[config.mk]
export PLATFORM = sky130hd
export DESIGN_NAME = ddr3_ram_arb
export DESIGN_NICKNAME = d
export VERILOG_FILES = /design/src/rtl/ddr3_ram_arb.sv
export SDC_FILE = /design/constraint.sdc
export NUM_CORES = 1
export LEC_CHECK = 0
export ABC_AREA = 1
export ABC_CLOCK_PERIOD_IN_PS = 2200
export CAP_MARGIN = 5
export CORE_AREA = 3 3 344 346
export DETAILED_ROUTE_END_ITERATION = 16
export DIE_AREA = 0 0 347 349
export SYNTH_ARGS = -nofsm -noshare
export SYNTH_HDL_FRONTEND = slang
export SYNTH_SLANG_ARGS = --single-unit
[constraint.sdc]
create_clock -name clk_i -period 2.2 [get_ports clk_i]
set_input_delay 0.55 -clock clk_i [delete_from_list [all_inputs] [get_ports clk_i]]
set_output_delay 0.55 -clock clk_i [all_outputs]
set_load 0.02 [all_outputs]
[src/rtl/ddr3_ram_arb.sv]
// ddr3_ram_arb: round-robin arbiter merging NUM_PORTS RAM request ports onto one DDR3 core channel.
// Optional per-port outstanding-request limit enabled by defining DDR3_ARB_OUTSTANDING_LIMIT_EN.
module ddr3_ram_arb #(
   parameter int NUM_PORTS       = 2,
   parameter int PORT_W          = 1,
   parameter int MAX_OUTSTANDING = 4
) (
   input  logic                     clk_i,
   input  logic                     rst_n_i,
   input  logic [NUM_PORTS*16-1:0]  inport_wr_i,
   input  logic [NUM_PORTS-1:0]     inport_rd_i,
   input  logic [NUM_PORTS*32-1:0]  inport_addr_i,
   input  logic [NUM_PORTS*128-1:0] inport_write_data_i,
   input  logic [NUM_PORTS*16-1:0]  inport_req_id_i,
   output logic [NUM_PORTS-1:0]     inport_accept_o,
   output logic [NUM_PORTS-1:0]     inport_ack_o,
   output logic [NUM_PORTS-1:0]     inport_error_o,
   output logic [127:0]             inport_read_data_o,
   output logic [15:0]              inport_resp_id_o,
   output logic [15:0]              outport_wr_o,
   output logic                     outport_rd_o,
   output logic [31:0]              outport_addr_o,
   output logic [127:0]             outport_write_data_o,
   output logic [15:0]              outport_req_id_o,
   input  logic                     outport_accept_i,
   input  logic                     outport_ack_i,
   input  logic                     outport_error_i,
   input  logic [127:0]             outport_read_data_i,
   input  logic [15:0]              outport_resp_id_i
);
   localparam int ID_LO_W = 16 - PORT_W;

   logic [NUM_PORTS-1:0] req_s;
   logic [NUM_PORTS-1:0] mask_s;
   logic [NUM_PORTS-1:0] cand_s;
   logic [NUM_PORTS-1:0] grant_s;
   logic [PORT_W-1:0]    grant_idx_s;
   logic                 grant_any_s;
   logic                 free_s;
   logic [NUM_PORTS-1:0] ack_route_s;
   logic [PORT_W-1:0]    resp_idx_s;

   logic [15:0]          sel_wr_s;
   logic                 sel_rd_s;
   logic [31:0]          sel_addr_s;
   logic [127:0]         sel_data_s;
   logic [ID_LO_W-1:0]   sel_id_lo_s;

   logic                 valid_q, valid_d;
   logic [15:0]          wr_q, wr_d;
   logic                 rd_q, rd_d;
   logic [31:0]          addr_q, addr_d;
   logic [127:0]         data_q, data_d;
   logic [15:0]          id_q, id_d;
   logic [PORT_W-1:0]    last_q, last_d;
   logic [NUM_PORTS-1:0] ack_q, ack_d;
   logic [NUM_PORTS-1:0] err_q, err_d;
   logic [127:0]         rdata_q, rdata_d;
   logic [15:0]          rid_q, rid_d;

   // Per-port request detection: any write strobe or the read bit.
   always_comb begin
      req_s = '0;
      for (int p = 0; p < NUM_PORTS; p++) begin
         req_s[p] = (|inport_wr_i[16*p +: 16]) | inport_rd_i[p];
      end
   end

   // Round-robin pick: first scan ports above last_q, then wrap to ports at or below it.
   always_comb begin
      free_s      = ~valid_q | outport_accept_i;
      cand_s      = req_s & ~mask_s & {NUM_PORTS{free_s}};
      grant_s     = '0;
      grant_idx_s = '0;
      grant_any_s = 1'b0;
      for (int p = 0; p < NUM_PORTS; p++) begin
         if (!grant_any_s && cand_s[p] && (PORT_W'(p) > last_q)) begin
            grant_any_s = 1'b1;
            grant_s[p]  = 1'b1;
            grant_idx_s = PORT_W'(p);
         end else begin
            grant_any_s = grant_any_s;
         end
      end
      for (int p = 0; p < NUM_PORTS; p++) begin
         if (!grant_any_s && cand_s[p] && (PORT_W'(p) <= last_q)) begin
            grant_any_s = 1'b1;
            grant_s[p]  = 1'b1;
            grant_idx_s = PORT_W'(p);
         end else begin
            grant_any_s = grant_any_s;
         end
      end
   end

   // Reset gates the combinational accept so outputs read zero while rst_n_i is low.
   assign inport_accept_o = grant_s & {NUM_PORTS{rst_n_i}};

   // One-hot AND-OR mux of the granted port's request fields.
   always_comb begin
      sel_wr_s    = '0;
      sel_rd_s    = 1'b0;
      sel_addr_s  = '0;
      sel_data_s  = '0;
      sel_id_lo_s = '0;
      for (int p = 0; p < NUM_PORTS; p++) begin
         sel_wr_s    = sel_wr_s    | (inport_wr_i[16*p +: 16]          & {16{grant_s[p]}});
         sel_rd_s    = sel_rd_s    | (inport_rd_i[p]                   & grant_s[p]);
         sel_addr_s  = sel_addr_s  | (inport_addr_i[32*p +: 32]        & {32{grant_s[p]}});
         sel_data_s  = sel_data_s  | (inport_write_data_i[128*p +: 128] & {128{grant_s[p]}});
         sel_id_lo_s = sel_id_lo_s | (inport_req_id_i[16*p +: ID_LO_W] & {ID_LO_W{grant_s[p]}});
      end
   end

   // Output request register: load on grant, drain on core accept, otherwise hold.
   always_comb begin
      valid_d = valid_q;
      wr_d    = wr_q;
      rd_d    = rd_q;
      addr_d  = addr_q;
      data_d  = data_q;
      id_d    = id_q;
      last_d  = last_q;
      if (grant_any_s) begin
         valid_d = 1'b1;
         wr_d    = sel_wr_s;
         rd_d    = sel_rd_s;
         addr_d  = sel_addr_s;
         data_d  = sel_data_s;
         id_d    = {grant_idx_s, sel_id_lo_s};
         last_d  = grant_idx_s;
      end else if (valid_q && outport_accept_i) begin
         valid_d = 1'b0;
         wr_d    = 16'h0000;
         rd_d    = 1'b0;
      end else begin
         valid_d = valid_q;
      end
   end

   // Response routing; indices at or beyond NUM_PORTS match no port and are dropped.
   assign resp_idx_s = outport_resp_id_i[15 -: PORT_W];

   // Decode the response port index into a one-hot routed ack.
   always_comb begin
      ack_route_s = '0;
      for (int p = 0; p < NUM_PORTS; p++) begin
         ack_route_s[p] = outport_ack_i & (resp_idx_s == PORT_W'(p));
      end
   end

   // Response register next state: single-cycle ack, data/ID captured on a routed ack.
   always_comb begin
      ack_d   = ack_route_s;
      err_d   = ack_route_s & {NUM_PORTS{outport_error_i}};
      rdata_d = rdata_q;
      rid_d   = rid_q;
      if (|ack_route_s) begin
         rdata_d = outport_read_data_i;
         rid_d   = {{PORT_W{1'b0}}, outport_resp_id_i[ID_LO_W-1:0]};
      end else begin
         rdata_d = rdata_q;
      end
   end

`ifdef DDR3_ARB_OUTSTANDING_LIMIT_EN
   localparam int CNT_W = $clog2(MAX_OUTSTANDING + 1);

   logic [CNT_W-1:0] cnt_q [NUM_PORTS];
   logic [CNT_W-1:0] cnt_d [NUM_PORTS];

   // A port at its outstanding limit is removed from arbitration.
   always_comb begin
      mask_s = '0;
      for (int p = 0; p < NUM_PORTS; p++) begin
         mask_s[p] = (cnt_q[p] == CNT_W'(MAX_OUTSTANDING));
      end
   end

   // Outstanding counters: grant and routed ack in the same cycle cancel out.
   always_comb begin
      for (int p = 0; p < NUM_PORTS; p++) begin
         cnt_d[p] = cnt_q[p];
         if (grant_s[p] && !ack_route_s[p]) begin
            cnt_d[p] = cnt_q[p] + CNT_W'(1);
         end else if (!grant_s[p] && ack_route_s[p] && (cnt_q[p] != CNT_W'(0))) begin
            cnt_d[p] = cnt_q[p] - CNT_W'(1);
         end else begin
            cnt_d[p] = cnt_q[p];
         end
      end
   end

   // Counter state register.
   always_ff @(posedge clk_i or negedge rst_n_i) begin
      if (!rst_n_i) begin
         for (int p = 0; p < NUM_PORTS; p++) begin
            cnt_q[p] <= '0;
         end
      end else begin
         for (int p = 0; p < NUM_PORTS; p++) begin
            cnt_q[p] <= cnt_d[p];
         end
      end
   end
`else
   assign mask_s = '0;
`endif

   // Request and response state registers.
   always_ff @(posedge clk_i or negedge rst_n_i) begin
      if (!rst_n_i) begin
         valid_q <= 1'b0;
         wr_q    <= 16'h0000;
         rd_q    <= 1'b0;
         addr_q  <= 32'h0000_0000;
         data_q  <= '0;
         id_q    <= 16'h0000;
         last_q  <= PORT_W'(NUM_PORTS - 1);
         ack_q   <= '0;
         err_q   <= '0;
         rdata_q <= '0;
         rid_q   <= 16'h0000;
      end else begin
         valid_q <= valid_d;
         wr_q    <= wr_d;
         rd_q    <= rd_d;
         addr_q  <= addr_d;
         data_q  <= data_d;
         id_q    <= id_d;
         last_q  <= last_d;
         ack_q   <= ack_d;
         err_q   <= err_d;
         rdata_q <= rdata_d;
         rid_q   <= rid_d;
      end
   end

   assign outport_wr_o         = wr_q;
   assign outport_rd_o         = rd_q;
   assign outport_addr_o       = addr_q;
   assign outport_write_data_o = data_q;
   assign outport_req_id_o     = id_q;
   assign inport_ack_o         = ack_q;
   assign inport_error_o       = err_q;
   assign inport_read_data_o   = rdata_q;
   assign inport_resp_id_o     = rid_q;

endmodule

After elaboration in Yosys (flattened, before gate mapping)
Index checks and enable logic that the tools add are counted.
{"block": "classes", "n_mux": 14, "n_bitwise": 25, "reduce_logical": 15, "order_cmp": 4}
{"operator": "$and A128 B128 Y128", "count": 2}
{"operator": "$or A128 B128 Y128", "count": 1}
{"operator": "$and A32 B32 Y32", "count": 2}
{"operator": "$and A16 B16 Y16", "count": 2}
{"operator": "$mux W16", "count": 2}
{"operator": "$or A32 B32 Y32", "count": 1}
{"operator": "$reduce_or A16 Y1", "count": 2}
{"operator": "$and A15 B15 Y15", "count": 2}
{"operator": "$or A16 B16 Y16", "count": 1}
{"operator": "$or A15 B15 Y15", "count": 1}
{"operator": "$mux W1", "count": 12}
{"operator": "$logic_and A1 B1 Y1", "count": 8}
{"operator": "$and A2 B2 Y2", "count": 3}
{"operator": "$and A1 B1 Y1", "count": 4}
{"operator": "$or A1 B1 Y1", "count": 4}
{"operator": "$logic_not A1 Y1", "count": 3}
{"operator": "$gt A1 B1 Y1 const A", "count": 2}
{"operator": "$le A1 B1 Y1 const A", "count": 2}
{"operator": "$not A1 Y1", "count": 2}
{"operator": "$reduce_bool A2 Y1", "count": 1}
{"operator": "$reduce_or A2 Y1", "count": 1}
{"block": "totals", "register_bits": 342, "in_bits": 535, "output_inout_bits": 343, "wordCells": 69}

Depth between registers and ports, before layout
Gate-level depths: netlist of run 1.
{"block": "depth", "ltp_word": 20, "mapped_depth": 11}

Worst setup path after synthesis of run 1
No wires, ideal clock.
{"block": "synth_timing", "path_kind": "input-to-output", "start": "input port inport_wr_i[2]", "end": "output port inport_accept_o[0]", "cell_stages": 7, "slack_ps": -73, "arrival_ps": 1723, "required_ps": 1650, "path_buffers": 2, "cell_sequence": "or2_1 nor2_1 nand3_1 nand2_2 buf_2 buf_2 nor3_1"}
{"block": "synth_via", "elab_chain_cells": 14}
{"item": "from (decl)", "line": "10", "text": "input logic [NUM_PORTS*16-1:0] inport_wr_i,"}
{"item": "$reduce_or A16 Y1 *", "line": "65", "text": "req_s[p] = (|inport_wr_i[16*p +: 16]) | inport_rd_i[p];"}
{"item": "$or A1 B1 Y1 *", "line": "65"}
{"item": "$and A2 B2 Y2 *", "line": "72", "text": "cand_s = req_s & ~mask_s & {NUM_PORTS{free_s}};"}
{"item": "$logic_and A1 B1 Y1", "line": "77", "text": "if (!grant_any_s && cand_s[p] && (PORT_W'(p) > last_q)) begin"}
{"item": "$mux W1", "line": "77"}
{"item": "$logic_not A1 Y1", "line": "77"}
{"item": "$logic_and A1 B1 Y1 (2 in series)", "line": "77"}
{"item": "$mux W1", "line": "77"}
{"item": "$logic_not A1 Y1", "line": "86", "text": "if (!grant_any_s && cand_s[p] && (PORT_W'(p) <= last_q)) begin"}
{"item": "$logic_and A1 B1 Y1 (2 in series)", "line": "86"}
{"item": "$mux W1 *", "line": "86"}
{"item": "$and A2 B2 Y2 *", "line": "97", "text": "assign inport_accept_o = grant_s & {NUM_PORTS{rst_n_i}};"}
{"item": "to (decl)", "line": "15", "text": "output logic [NUM_PORTS-1:0] inport_accept_o,"}
Every way passes the cells marked *; elsewhere a longest branch is shown, timed or not.

Worst setup path in the final report of run 1
{"block": "layout_timing", "start": "input port inport_wr_i[16]", "end": "output port inport_accept_o[0]"}
{"block": "layout_via", "elab_chain_cells": 11}
{"item": "$reduce_or A16 Y1", "line": "65"}
{"item": "$or A1 B1 Y1", "line": "65"}
{"item": "$and A2 B2 Y2", "line": "72"}
{"item": "$logic_and A1 B1 Y1 (2 in series)", "line": "77"}
{"item": "$mux W1", "line": "77"}
{"item": "$logic_not A1 Y1", "line": "86"}
{"item": "$logic_and A1 B1 Y1 (2 in series)", "line": "86"}
{"item": "$mux W1", "line": "86"}
{"item": "$and A2 B2 Y2", "line": "97"}
Every way passes these cells.

==> results of run 1 <==
worst max-delay path by stage:
stage               slack (ns)  cells after the start            endpoint
detailed placement       -0.89                      8  inport_accept_o[0]
finish                   -0.03                      8  inport_accept_o[0]
global route             -0.09                      5  inport_accept_o[0]
floorplan                 0.04                      7  inport_accept_o[1]
CTS                      -0.12                      5  inport_accept_o[0]
global placement         -0.87                      8  inport_accept_o[0]
sequential cells by signal (all words and copies together) (netlist names), 2 cells and up:
signal,flops
inport_ack_o,2
inport_resp_id_o,15
outport_wr_o,16
outport_addr_o,32
inport_read_data_o,128
inport_error_o,2
outport_req_id_o,16
outport_write_data_o,128
cell usage in the layout, fill, tap and decap left out, drive strengths merged, types with 8 or more instances in the layout:
master / count
nand2: 621
clkdlybuf4s50: 593
nand3: 579
dfrtp: 341
dlygate4sd2: 201
buf: 153
clkbuf: 69
dlymetal6s2s: 31
nor2: 21
nand4: 17
inv: 14
clkdlybuf4s15: 11
clkinv: 9
diode: 8
power by group:
group          internal (W)  total [W]  switching [W]
registers           0.00717    0.00791       0.000744
clock network       0.00429    0.00750        0.00321
logic               0.00283    0.00686        0.00403
critical path: stages:
cell and delay (ns):
buf_6 0.09, or2_4 0.27, nor2_4 0.14, nand3_4 0.10, nand2_2 0.10, inv_2 0.05
nor3_4 0.22, buf_6 0.15
area by class of cell:
cell class	count	area (sq um)	share of cell area, %
multi-input cells	1245	5603	20.49
flip-flops and latches	342	8559	31.31
diodes	8	20.02	0.07322
inverters	11	51.30	0.1876
repair buffers	993	9724	35.57
well taps	1524	1907	6.975
clock inverters	14	160.2	0.5858
clock buffers	66	1315	4.810
logic make-up after synthesis:
group	count (synthesis)	share of synthesized area [%]
buf+inv	149	4.783
simple gates	1243	37.03
compound gates	1	0.03395
flops	342	58.12
other cells	1	0.02546
routing by layer:
metal | vias to the layer above | part of all wire (%) | track usage, %
li1 | 7584 | - | -
met1 | 8216 | 41 | 20.30
met5 | - | 0.16 | 0
met2 | 875 | 45 | 25.81
met4 | 24 | 3.5 | 5.241
met3 | 185 | 11 | 7.032
through the flow:
stage                     total power [W]  setup WS (ns)
after floorplan                   0.01035        0.03843
after global placement            0.01527        -0.8695
after detailed placement          0.01525        -0.8940
after CTS                         0.02258        -0.1171
after global routing              0.02322       -0.08705
final                             0.02228       -0.02635
repair_timing:
item	CTS	global route
endpoints found under the hold margin	18	0
resized for setup	339	42
endpoints found under the setup margin	210	33
hold buffers	1	0
setup buffers	7	1
pin swaps	33	11
==> impl_metrics.json, run 1 <==
{
  "outcome": "complete, but fails checks",
  "failed_checks": "negative setup slack",
  "yosys_warnings": 0,
  "gp_congestion": 0.9131,
  "critPathArrivalTime_ns": 1.68,
  "postLayoutCoreUtil_pct": 23.62,
  "dr.pass1.iters": 7,
  "grt-ovfl-total": 0,
  "slew_headroom_pct": 32.48,
  "initial_core_util_pct": 12.72,
  "viasPerCell": 4.017,
  "num_rows": 125,
  "track_usage_pct": 16.45,
  "drc": 0,
  "syn_area_per_cell_sq_um": 8.483,
  "worstMarginPinSlew_ns": 1.013,
  "whs_ns": 0.2461,
  "yosysTopAreaCellShare_pct": 57.94,
  "htree_levels": 2,
  "hold_violations": 0,
  "fill_cells": 12670,
  "crit_required_ns": 1.65,
  "r2r-end": "outport_write_data_o[48]$_DFFE_PN0P_",
  "finalSetupViolCount": 2,
  "wl_per_cell_um": 24.74,
  "grt_pass1_vias": 16970,
  "die_w_um": 347,
  "antenna_found_initial": 41,
  "design_area_sq_um": 27340,
  "clockBufferDepth": 3,
  "cts_tree": "done",
  "cts-root-buf": "clkbuf_16",
  "finalSetupTns_ns": -0.03985,
  "setup_ws_ns": -0.02635,
  "drive_gt1_share_pct": 9.697,
  "cts_made_buffers": 45,
  "dieArea_sq_um": 121100,
  "power_leakage_nw": 12.88,
  "whs_endpoint": "outport_wr_o[14]$_DFFE_PN0P_",
  "max-vdd-ir-drop_mv": 0.4567,
  "worstSetupStartpoint": "inport_wr_i[16]",
  "fin_crit_sh_pct": 101.2,
  "clock_skew_ns": 0.01941,
  "critPathCaptureType": "output pin",
  "yosysUniqueCellTypes": 18,
  "max_freq_mhz": 449.2,
  "placed_area_sq_um": 25920,
  "drt_iter0_markers": 1374,
  "ys_seq_area_share_pct": 58.12,
  "die_h_um": 349,
  "worstPathMaxFanout": 2,
  "rsz0062_at_grt": "true",
  "num_vias": 16880,
  "num_io_pins": 878,
  "hpwl_um": 83580,
  "grt_pass1_wl_um": 140000,
  "r2r_cells": 9,
  "synth_nets": 2271,
  "power.density_nw_per_um2": 814.8,
  "worstReg2RegStart": "last_q$_DFFE_PN1P_",
  "ff2ff_setup_slack_ns": 0.32,
  "ys.flop_type": "dfrtp_1",
  "ys_ff_latch": 342,
  "critical_path_class": "input pin to output pin",
  "hold_path.class": "input pin to flip-flop",
  "hold_depth": 3,
  "portBuffers": 874,
  "clock-sinks": 342,
  "final_cells": 4203,
  "syn_inst": 1736,
  "synth_area_leaders": "dfrtp_1 58%, nand3_1 20%, nand2_1 16%, buf_2 2.5%, clkbuf_1 1.2%",
  "totalWireLength_um": 104000,
  "maxSlewViolCount": 0,
  "synth_edf_count": 0,
  "ant_nets": 0,
  "fin_crit_ns": 2.226,
  "synthToLayoutAreaGrowth_pct": 85.65,
  "core_area_sq_um": 115700,
  "netlist_top_cells_count": "619 x nand2_1, 579 x nand3_1, 341 x dfrtp_1, 74 x buf_2, 47 x clkbuf_1",
  "clk_pin_slew_ns": 0.06,
  "synth_top_area_cell": "dfrtp_1",
  "hp-start": "inport_wr_i[30]",
  "grt_max_degree": 132,
  "finish.net_count": 3173,
  "async_reset_ff_share_pct": 100.0,
  "worstSetupStartpointType": "input pin",
  "dp_cells": 4106,
  "synth.most_common_cell": "nand2_1",
  "cap_viol_max_count": 0,
  "netlist_area_sq_um": 14730,
  "insertion_delay_ns": 0.62
}
Note: power is estimated with default switching activity, not from simulation.
==> run 2: changes to the inputs <==
==> constraint.sdc (replaced) <==
create_clock -name clk_i -period 2.2 [get_ports clk_i]
set_input_delay 0.55 -clock clk_i [delete_from_list [all_inputs] [get_ports clk_i]]
set_output_delay 0.55 -clock clk_i [all_outputs]
set_load 0.05 [all_outputs]
==> run 2 against run 1 <==
Compared with the run above:
- the flow still finishes with violations (negative setup slack)
- non-clock buffer count is 1 higher
- clock skew is 0.00070 ns higher
- first-iteration DRC count is 1.2% higher
- combinational power is 29% higher
- count of clock-buffer cells in the layout is 5 lower
- register-to-register slack better by 0.16 ns
- maximum frequency is 1.0% lower
- sequential share of layout area is 0.55 points higher
- via count is 0.15% lower
- utilization is 0.41 points lower
- clock power is 2.9% higher
- sequential power hardly changed
- critical endpoint unchanged
- largest power group is now combinational cells
==> impl_metrics.json, run 2 (synthesized netlist as in run 1, its figures left out) <==
{
  "outcome": "complete, but fails checks",
  "failed_checks": "negative setup slack",
  "crit_top_cell": "nor2_1",
  "hold_depth": 3,
  "critical_path_class": "input pin to output pin",
  "insertion_delay_ns": 0.61,
  "clock-sinks": 342,
  "fill_cells": 12720,
  "dr.pass1.iters": 6,
  "drive_gt1_share_pct": 17.08,
  "track_usage_pct": 16.68,
  "grt_pass1_wl_um": 142800,
  "fin_crit_ns": 2.250,
  "r2r_cells": 8,
  "total_power_w": 0.02446,
  "die_w_um": 347,
  "cp_top_family": "buffers and inverters",
  "layout_common_cells": "615 x nand2_1, 577 x nand3_1, 495 x clkdlybuf4s50_1, 341 x dfrtp_1, 317 x buf_4",
  "hpwl_um": 84890,
  "power.density_nw_per_um2": 910.5,
  "whs_endpoint": "outport_wr_o[9]$_DFFE_PN0P_",
  "hold_violations": 0,
  "core_area_sq_um": 115700,
  "slew_headroom_pct": 55.08,
  "final_common_cell": "nand2_1",
  "clock_skew_ns": 0.02011,
  "hp-start": "inport_wr_i[25]",
  "rsz0062_at_grt": "true",
  "viasPerCell": 4.006,
  "ff2ff_setup_slack_ns": 0.48,
  "final_cells": 4208,
  "cts_made_buffers": 45,
  "fin_crit_sh_pct": 102.3,
  "worstReg2RegStart": "last_q$_DFFE_PN1P_",
  "power_leakage_nw": 12.63,
  "critPathBufInv": 3,
  "crit_required_ns": 1.65,
  "clockBufferDepth": 3,
  "num_vias": 16860,
  "max-vdd-ir-drop_mv": 0.5659,
  "htree_levels": 2,
  "crit_chain": "dlygate4sd2_1 -> nor2_1 -> nand2_1 -> nor2_1 -> nand3_2 -> buf_6 -> nand2_8 -> nor3_4 -> buf_12",
  "hold_path.class": "input pin to flip-flop",
  "gp_congestion": 0.8939,
  "cap_viol_max_count": 0,
  "num_io_pins": 878,
  "grt-ovfl-total": 0,
  "drc": 0,
  "critPathArrivalTime_ns": 1.70,
  "finalSetupViolCount": 2,
  "initial_core_util_pct": 12.72,
  "synthToLayoutAreaGrowth_pct": 82.43,
  "portBuffers": 874,
  "setup_ws_ns": -0.04991,
  "worstMarginPinSlew_ns": 0.6722,
  "totalWireLength_um": 105200,
  "grt_max_degree": 87,
  "dp_cells": 4107,
  "finish.net_count": 3174,
  "maxSlewViolCount": 0,
  "dieArea_sq_um": 121100,
  "critPathCaptureType": "output pin",
  "cpPeakStageDelay_ns": 0.27,
  "num_rows": 125,
  "whs_ns": 0.2677,
  "clk_pin_slew_ns": 0.06,
  "wl_per_cell_um": 24.99,
  "cts-root-buf": "clkbuf_16",
  "r2r-end": "outport_req_id_o[7]$_DFFE_PN0P_",
  "grt_pass1_vias": 16900,
  "max_freq_mhz": 444.5,
  "crit_slowest_cell": "dlygate4sd2_1",
  "drt_iter0_markers": 1391,
  "antenna_found_initial": 41,
  "ant_nets": 0,
  "cts_tree": "done",
  "worstPathMaxFanout": 5,
  "worstSetupStartpointType": "input pin",
  "die_h_um": 349
}
==> run 2: cell count changes in the layout (fill, tap and decap cells not counted), sizes merged <==
cell	change
buf	+201
clkinv	+6
bufinv	+2
clkdlybuf4s50	-98
dlymetal6s2s	-31
clkbuf	-5
dlygate4sd2	-72
clkdlybuf4s15	+1
diode	+1
==> run 2: cell type report <==
class / instances / area, sq um / share of cell area [%]
multi-input cells: 1245 / 5563 / 20.71
clock buffers: 61 / 1297 / 4.830
repair buffers: 994 / 9239 / 34.39
flip-flops and latches: 342 / 8559 / 31.86
diodes: 9 / 22.52 / 0.08383
inverters: 11 / 53.80 / 0.2003
well taps: 1524 / 1907 / 7.098
clock inverters: 22 / 224.0 / 0.8336
==> run 2: worst max-delay path by stage <==
stage | slack, ns | cells past startpoint | startpoint | end
detailed placement | -0.53 | 8 | inport_wr_i[16] | inport_accept_o[0]
CTS | -0.12 | 5 | last_q$_DFFE_PN1P_ | inport_accept_o[0]
global placement | -0.51 | 8 | inport_wr_i[16] | inport_accept_o[0]
global route | -0.10 | 5 | valid_q$_DFFE_PN0P_ | inport_accept_o[0]
floorplan | -0.05 | 7 | inport_wr_i[2] | inport_accept_o[0]
finish | -0.05 | 9 | inport_wr_i[13] | inport_accept_o[0]
==> run 2: per-layer routing <==
metal	global-route usage, %	vias to the layer above	routed length [um]
met5	0	-	69
met4	4.318	10	3306
met3	5.904	165	10000
met2	27.07	869	48170
met1	21.02	8237	43620
li1	-	7578	-
==> run 2: through the flow <==
stage	TNS [ns]	worst slack, ns	util [%]	cell area, sq um
final	-0.09014	-0.04991	23.21	26870
after global routing	-0.1686	-0.1040	23.20	26850
after CTS	-0.1247	-0.1247	23.18	26830
after detailed placement	-81.33	-0.5263	21.94	25390
after global placement	-76.95	-0.5106	21.94	25390
after floorplan	-0.04505	-0.04505	-	14750
==> run 2: worst reg2reg max path: stages, from the launching register on <==
cell     delay, ns
dfstp_2       0.56
nand2_4       0.06
buf_4         0.13
buf_4         0.13
buf_4         0.15
buf_12        0.16
buf_4         0.26
nand3_1       0.08
nand3_1       0.09
==> run 2: report_power, final <==
group / total, W / switching [W] / internal (W)
logic: 0.00883 / 0.00607 / 0.00276
registers: 0.00791 / 0.000743 / 0.00717
clock network: 0.00772 / 0.00320 / 0.00451
==> run 2: repair_timing <==
action,in CTS,in global routing
gates resized for setup,189,15
hold buffers,1,0
pin swaps,28,15
endpoints found under the setup margin,117,2
buffers inserted,5,3
endpoints found under the hold margin,29,0
==> run 3: changes to the inputs <==
--- a/config.mk
+++ b/config.mk
@@ -11,6 +11,7 @@
 export CORE_AREA = 3 3 344 346
 export DETAILED_ROUTE_END_ITERATION = 16
 export DIE_AREA = 0 0 347 349
+export DONT_BUFFER_PORTS = 1
 export SYNTH_ARGS = -nofsm -noshare
 export SYNTH_HDL_FRONTEND = slang
 export SYNTH_SLANG_ARGS = --single-unit
==> run 3 against run 2 <==
Compared with the run above:
- the run ends with negative hold slack, negative setup slack left
- final cell count decreased by 17%
- global-route usage fell by 1.3 points
- maximum frequency up 2.2%
- worst setup slack better by 0.049 ns
- largest cell class is now sequential cells
==> impl_metrics.json, run 3 (synthesized netlist as in run 1, its figures left out) <==
{
  "portBuffers": 0,
  "core_area_sq_um": 115700,
  "dr.pass1.iters": 8,
  "ant_nets": 0,
  "synthToLayoutAreaGrowth_pct": 38.41,
  "clock_skew_ns": 0.01524,
  "worstPathMaxFanout": 2,
  "totalWireLength_um": 96990,
  "initial_core_util_pct": 12.72,
  "setup_ws_ns": -0.001017,
  "outcome": "complete, but fails checks",
  "cap_viol_max_count": 0,
  "postCtsHoldBufs": 161,
  "maxSlewViolCount": 0,
  "grt_pass1_vias": 13970,
  "ff2ff_setup_slack_ns": 0.30,
  "crit_chain": "inv_2 -> nand2_2 -> inv_2 -> nor3_4 -> buf_12",
  "crit_slowest_cell": "dfstp_2",
  "max_freq_mhz": 454.3,
  "layout_common_cells": "615 x nand2_1, 579 x nand3_1, 341 x dfrtp_1, 161 x dlygate4sd3_1, 91 x buf_4",
  "crit_top_cell": "inv_2",
  "grt-ovfl-total": 0,
  "dieArea_sq_um": 121100,
  "hold_path.class": "input pin to asynchronous set/reset pin",
  "finalSetupViolCount": 1,
  "cpPeakStageDelay_ns": 0.54,
  "wl_per_cell_um": 27.75,
  "rsz0062_at_grt": "true",
  "cts_made_buffers": 46,
  "finish.net_count": 2457,
  "insertion_delay_ns": 0.61,
  "num_rows": 125,
  "crit_required_ns": 1.65,
  "htree_levels": 2,
  "track_usage_pct": 15.34,
  "dp_slack_ns": -0.04379,
  "final_common_cell": "nand2_1",
  "cts-root-buf": "clkbuf_16",
  "cp_top_family": "flip-flops",
  "whs_ns": -0.3584,
  "die_w_um": 347,
  "max-vdd-ir-drop_mv": 0.5908,
  "num_io_pins": 878,
  "power_leakage_nw": 9.238,
  "power.density_nw_per_um2": 1097,
  "drt_iter0_markers": 1232,
  "fin_crit_ns": 2.201,
  "critPathArrivalTime_ns": 1.65,
  "failed_checks": "negative hold slack, negative setup slack",
  "clock-sinks": 342,
  "antenna_found_initial": 39,
  "grt_pass1_wl_um": 126700,
  "hold_violations": 341,
  "slew_headroom_pct": 25.74,
  "drive_gt1_share_pct": 10.61,
  "fin_crit_sh_pct": 100.0,
  "clockBufferDepth": 3,
  "viasPerCell": 4.044,
  "worstMarginPinSlew_ns": 1.114,
  "drc": 0,
  "finalSetupTns_ns": -0.001017,
  "worstSetupStartpointType": "flip-flop",
  "critPathCaptureType": "output pin",
  "die_h_um": 349,
  "critical_path_class": "flip-flop to output pin",
  "hpwl_um": 79170,
  "gp_congestion": 0.9281,
  "grt_max_degree": 344,
  "critPathBufInv": 3,
  "num_vias": 14130,
  "cts_tree": "done",
  "clk_pin_slew_ns": 0.06
}
[run 3: cell types whose count changed in the layout (fill, tap and decap cells not counted), moves of 5 or more]
cell / delta
buf_2: -6
buf_4: -226
dlygate4sd2_1: -129
dlygate4sd3_1: +160
clkinvlp_4: +9
buf_12: -5
clkinv_2: -10
clkdlybuf4s50_1: -495
clkdlybuf4s15_1: -11
[run 3: worst paths after layout]
check	start	cells after the start	to
max	last_q$_DFFE_PN1P_	5	inport_accept_o[0]
min reg2reg	outport_write_data_o[8]$_DFFE_PN0P_	2	outport_write_data_o[8]$_DFFE_PN0P_
min in group clk_i	inport_write_data_i[16]	2	outport_write_data_o[16]$_DFFE_PN0P_
min	rst_n_i	0	outport_write_data_o[47]$_DFFE_PN0P_
max reg2reg	valid_q$_DFFE_PN0P_	8	outport_write_data_o[49]$_DFFE_PN0P_
max in group asynchronous	rst_n_i	0	inport_read_data_o[11]$_DFFE_PN0P_
[run 3: report_power, final]
part	total [W]	switching, W	internal (W)	leakage, nW
clock	0.00772	0.00329	0.00443	0.729
sequential	0.0111	0.00402	0.00709	4.25
combinational	0.00353	0.00232	0.00121	4.25
[run 3: area by class of cell]
| type | instances | area (sq um) |
|---|---|---|
| inverters | 11 | 51.30 |
| multi-input cells | 1245 | 5520 |
| diodes | 11 | 27.53 |
| flip-flops and latches | 342 | 8559 |
| clock buffers | 62 | 1291 |
| repair buffers | 276 | 2766 |
| well taps | 1524 | 1907 |
| clock inverters | 24 | 260.3 |
| fillers | 12980 | 95350 |
[run 3: routing by layer]
metal	vias up	GRT usage, %	part of all wire, %
li1	6141	-	-
met1	6927	16.99	36
met2	909	24.57	46
met3	155	9.160	15
met4	2	4.719	3.5
met5	-	0	0.019
[run 3: what timing repair did]
item,in CTS,in global routing
setup endpoints to repair,2,2
setup buffers,7,5
pin swaps,3,4
resized for setup,4,1
hold endpoints to repair,494,342
[run 3: through the flow]
stage | std cells | instance area [sq um] | utilization [%] | power, W
after floorplan | 1736 | 14750 | - | 0.01237
after global placement | 3225 | 17090 | 14.77 | 0.01451
after detailed placement | 3225 | 17090 | 14.77 | 0.01454
after CTS | 3479 | 20310 | 17.55 | 0.02281
after global routing | 3492 | 20380 | 17.61 | 0.02338
final | 3495 | 20380 | 17.61 | 0.02237
